## src/rtl/hazard_ctrl.sv

```systemverilog
// Hazard controller for the 5-stage ARM pipeline: forwarding selects, load-use and
// PC-write stalls, flushes, a registered PC-write tracker and saturating event counters.
module hazard_ctrl #(
  parameter int CNT_W = 16
) (
  input  logic             clk,
  input  logic             reset,
  input  logic [3:0]       RA1D,
  input  logic [3:0]       RA2D,
  input  logic [3:0]       RA1E,
  input  logic [3:0]       RA2E,
  input  logic [3:0]       WA3E,
  input  logic [3:0]       WA3M,
  input  logic [3:0]       WA3W,
  input  logic             MemtoRegE,
  input  logic             RegWriteM,
  input  logic             RegWriteW,
  input  logic             PCSrcD,
  input  logic             BranchE,
  input  logic             CondExE,
  input  logic             cnt_clr,
  output logic             StallF,
  output logic             StallD,
  output logic             FlushD,
  output logic             FlushE,
  output logic [1:0]       ForwardAE,
  output logic [1:0]       ForwardBE,
  output logic             PCSrcW,
  output logic [CNT_W-1:0] StallCnt,
  output logic [CNT_W-1:0] FlushCnt
);

  localparam logic [CNT_W-1:0] CNT_MAX = '1;

  logic ldr_stall;
  logic branch_taken_e;
  logic pc_wr_pending;
  logic pc_e_q, pc_e_d;
  logic pc_m_q, pc_m_d;
  logic pc_w_q, pc_w_d;
  logic [CNT_W-1:0] stall_cnt_q, stall_cnt_d;
  logic [CNT_W-1:0] flush_cnt_q, flush_cnt_d;

  // R15 reads the PC, never a forwarded result; the M stage wins over W.
  function automatic logic [1:0] fwd_sel(input logic [3:0] ra,
                                         input logic [3:0] wa_m,
                                         input logic       we_m,
                                         input logic [3:0] wa_w,
                                         input logic       we_w);
    logic [1:0] sel;
    sel = 2'b00;
    if (ra != 4'd15) begin
      if (we_m && (ra == wa_m)) begin
        sel = 2'b10;
      end else if (we_w && (ra == wa_w)) begin
        sel = 2'b01;
      end
    end
    return sel;
  endfunction

  always_comb begin
    ForwardAE = fwd_sel(RA1E, WA3M, RegWriteM, WA3W, RegWriteW);
    ForwardBE = fwd_sel(RA2E, WA3M, RegWriteM, WA3W, RegWriteW);
  end

  always_comb begin
    ldr_stall      = MemtoRegE && ((RA1D == WA3E) || (RA2D == WA3E));
    branch_taken_e = BranchE && CondExE;
    pc_wr_pending  = PCSrcD || pc_e_q || pc_m_q;

    StallF = ldr_stall || pc_wr_pending;
    StallD = ldr_stall;
    FlushD = pc_wr_pending || pc_w_q || branch_taken_e;
    FlushE = ldr_stall || branch_taken_e;
    PCSrcW = pc_w_q;
  end

  // A PC write flushed out of E is re-presented by D, so the tracker drops it here.
  always_comb begin
    pc_e_d = FlushE ? 1'b0 : PCSrcD;
    pc_m_d = pc_e_q && CondExE;
    pc_w_d = pc_m_q;
  end

  always_comb begin
    stall_cnt_d = stall_cnt_q;
    flush_cnt_d = flush_cnt_q;
    if (cnt_clr) begin
      stall_cnt_d = '0;
      flush_cnt_d = '0;
    end else begin
      if (StallF && (stall_cnt_q != CNT_MAX)) begin
        stall_cnt_d = stall_cnt_q + 1'b1;
      end
      if ((FlushD || FlushE) && (flush_cnt_q != CNT_MAX)) begin
        flush_cnt_d = flush_cnt_q + 1'b1;
      end
    end
  end

  always_ff @(posedge clk) begin
    if (reset) begin
      pc_e_q      <= 1'b0;
      pc_m_q      <= 1'b0;
      pc_w_q      <= 1'b0;
      stall_cnt_q <= '0;
      flush_cnt_q <= '0;
    end else begin
      pc_e_q      <= pc_e_d;
      pc_m_q      <= pc_m_d;
      pc_w_q      <= pc_w_d;
      stall_cnt_q <= stall_cnt_d;
      flush_cnt_q <= flush_cnt_d;
    end
  end

  assign StallCnt = stall_cnt_q;
  assign FlushCnt = flush_cnt_q;

endmodule

```

## config.mk

```make
export PLATFORM = sky130hd
export DESIGN_NAME = hazard_ctrl
export DESIGN_NICKNAME = d
export VERILOG_FILES = /design/src/rtl/hazard_ctrl.sv
export SDC_FILE = /design/constraint.sdc
export NUM_CORES = 1
export LEC_CHECK = 0
export CAP_MARGIN = 30
export CORE_UTILIZATION = 45
export DETAILED_ROUTE_END_ITERATION = 6
export PLACE_DENSITY = 0.82
export SLEW_MARGIN = 20
export SYNTH_ARGS = -nofsm -noshare
export SYNTH_HDL_FRONTEND = slang
export SYNTH_SLANG_ARGS = --single-unit
```

## constraint.sdc

```tcl
create_clock -name clk -period 2.15 [get_ports clk]
set_input_delay 0.3225 -clock clk [delete_from_list [all_inputs] [get_ports clk]]
set_output_delay 0.3225 -clock clk [all_outputs]
set_load 0.02 [all_outputs]
```

==> results.py <==
metrics = {
    "yosys": {
        "yosysMostFrequentCell": "dfxtp_1",
        "syn_inst": 257,
        "syn-num-nets": 296,
        "synth_top_area_share_pct": 32.52,
        "avgSynthCellArea_um2": 8.384,
        "synth.distinct_cells": 45,
        "synth_edf_count": 0,
        "yosys-top-cells-count": "35 x dfxtp_1, 31 x nor2_1, 26 x nand2_1",
        "yosysWarnings": 0,
        "yosysTopAreaCell": "dfxtp_1",
        "ys_seq_area_share_pct": 32.52,
        "synthFlopType": "dfxtp_1",
        "async_flop_share_pct": 0,
        "synth_area_um2": 2155,
        "synth_seq_cells": 35,
        "synth_area_leaders": "dfxtp_1 33%, xnor2_1 9.3%, xor2_1 7.3%, nor2_1 5.4%, nand2_1 4.5%",
    },
    "job": {
        "cap_violations": 0,
    },
    "grt": {
        "grt_overflow": 0,
        "antenna_found_initial": 0,
        "grt_max_degree": 13,
        "grt_pass1_vias": 2277,
        "grt_usage_pct": 25.44,
        "grt_pass1_wl_um": 10180,
    },
    "clocking": {
        "path_clk_slew_ps": 80,
        "worst_skew_pair.late_latency_ps": 300,
        "numCtsBuffers": 5,
        "cts_buffer_depth": 2,
        "htreeDepth": 2,
        "cts.sinks": 35,
        "cts_tree": "built",
        "root_buffer": "clkbuf_8",
    },
    "placement": {
        "port_buffers": 77,
        "dp_cells": 414,
        "dp_slack_ps": -456.1,
        "dp_hpwl_um": 4702,
        "place_congestion": 0.8888,
    },
    "sta": {
        "timing.fmax_mhz": 478.7,
        "setup_viol": 0,
        "worst_slack_ps": 61.08,
        "period_minus_slack_ps": 2089,
        "rsz0062_at_grt": "true",
        "worst_pin_slew_ps": 426.0,
        "report.final.slew_viol_count": 0,
        "final.setup.tns_ps": 0,
        "slew_headroom_pct": 71.60,
        "finClkSkew_ps": 9.572,
        "min_period_over_period_pct": 97.16,
        "final-hold-violation-count": 0,
    },
    "floorplan": {
        "die_w_um": 71.20,
        "dieArea_um2": 5069,
        "rows": 24,
        "start_util_pct": 48.15,
        "ios": 78,
        "core_um2": 4474,
        "die_h_um": 71.20,
    },
    "routing": {
        "ant_nets": 0,
        "drt-initial-drc-count": 154,
        "drc": 7,
        "vias_per_cell": 5.444,
        "first_pass_iters": 7,
        "routedWlPerCell_um": 14.73,
        "wl_um": 6305,
        "dr_total_vias": 2330,
    },
    "power": {
        "leakage_nw": 1.284,
        "power_per_cell_area_nw_per_um2": 460.0,
        "finalPower_mw": 1.561,
        "vdd_drop_max_v": 0.0003992,
    },
    "cells_and_area": {
        "n_antenna_cell": 0,
        "stdcell_count": 428,
        "utilization_pct": 75.84,
        "area_delta_synth_final_pct": 57.49,
        "drive_gt1_share_pct": 20.74,
        "final_net_count": 414,
    },
    "critical_path": {
        "worstPathArrival_ps": 1770,
        "cp_cell_sequence": "clkdlybuf4s50_1 > xor2_1 > nor4_2 > o21ai_2 > buf_4 > buf_4 > nand2_1 > buf_2",
        "cp_slowest_cell": "clkdlybuf4s50_1",
        "required_ps": 1830,
        "end_kind": "output pin",
        "slowest_delay_ps": 470,
        "critical_path_class": "in -> out",
        "critical_path.max_fanout": 4,
        "cp-start-kind": "input pin",
        "cpMostUsedCell": "buf_4",
    },
    "run_status": {
        "outcome": "finished with violations",
        "violations": "DRC",
    },
    "hold_path": {
        "hold_class": "reg -> reg",
    },
}
-- critical path, delay by kind of cell --
family          cells  cell delay, ps
simple gates        2             110
compound gates      1             240
xor+xnor            1             190
buf+inv             4             900
-- layout make-up --
type	instances	area, µm²
Clock inverter	3	43.79
Multi-Input combinational cell	206	1408
Inverter	7	26.28
Fill cell	334	1081
Timing Repair Buffer	120	1081
Clock buffer	5	68.82
Sequential cell	35	700.7
Tap cell	52	65.06
-- logic make-up (layout without fill, tap and decap cells) --
group	Yosys count	after routing	share of synthesized area (%)
AOI/OAI and AO/OA	49	49	19.80
xor gates and xnor gates	41	41	16.67
adders and majority gates	2	2	1.161
buffers and inverters	16	135	3.542
DFF	35	35	32.52
muxes	2	2	0.9292
and+or+nand+nor	112	112	25.38
-- per-layer routing --
metal | wire, µm | share of wire [%] | track usage, % | vias to the layer above
li1 | - | - | - | 1157
met1 | 2510 | 40 | 28.75 | 1090
met2 | 3396 | 54 | 47.30 | 69
met3 | 298 | 4.7 | 5.983 | 14
met4 | 99 | 1.6 | 7.111 | 0
met5 | 0 | 0 | 0 | -
-- sequential cells by signal, summed over array words and instances, names as in the netlist --
register / count
PCSrcW: 1
StallCnt: 16
FlushCnt: 16
pc_e_q: 1
pc_m_q: 1
-- where the power goes --
part	switching [mW]	total (mW)	internal, mW
Clock	0.263	0.608	0.345
Combinational	0.138	0.293	0.155
Sequential	0.00623	0.660	0.654
Total	0.407	1.56	1.15
-- metrics by stage --
| step | hold WS [ps] | cell area [µm²] |
|---|---|---|
| detailed placement | 444.3 | 3231 |
| global route | 502.2 | 3393 |
| finish | 481.5 | 3393 |
| global placement | 429.9 | 3231 |
| CTS | 455.7 | 3369 |
| floorplan | 394.1 | 2155 |
-- final timing paths --
kind / from / cells after the start / endpoint / slack [ps]
setup / recovery: RA2D[3] / 8 / StallF / 60
hold / removal: pc_e_q$_SDFF_PP0_ / 2 / pc_m_q$_SDFF_PP0_ / 480
setup reg to reg: FlushCnt[0]$_SDFFE_PP0P_ / 7 / FlushCnt[5]$_SDFFE_PP0P_ / 70
hold reg to reg: pc_e_q$_SDFF_PP0_ / 2 / pc_m_q$_SDFF_PP0_ / 480
-- cells in the final DEF (no fill, tap or decap), types with 6 or more instances in the layout --
| cell type | instances |
|---|---|
| nand2_1 | 26 |
| nor3_1 | 7 |
| nand3_1 | 14 |
| xor2_1 | 17 |
| dlygate4sd2_1 | 9 |
| nor2_1 | 31 |
| inv_1 | 7 |
| o21ai_0 | 7 |
| nand4_1 | 10 |
| xnor2_1 | 23 |
| buf_4 | 41 |
| a211oi_1 | 6 |
| dfxtp_1 | 35 |
| a21oi_1 | 11 |
| clkdlybuf4s50_1 | 57 |
-- repair_timing --
action / CTS / global route
buffers inserted: 4 / 2
setup endpoints to repair: 21 / 17
pin swaps: 8 / 9
cloned: 0 / 0
gates resized for setup: 21 / 21
hold buffers: 0 / 0
Power figures use the tool's default switching activity.
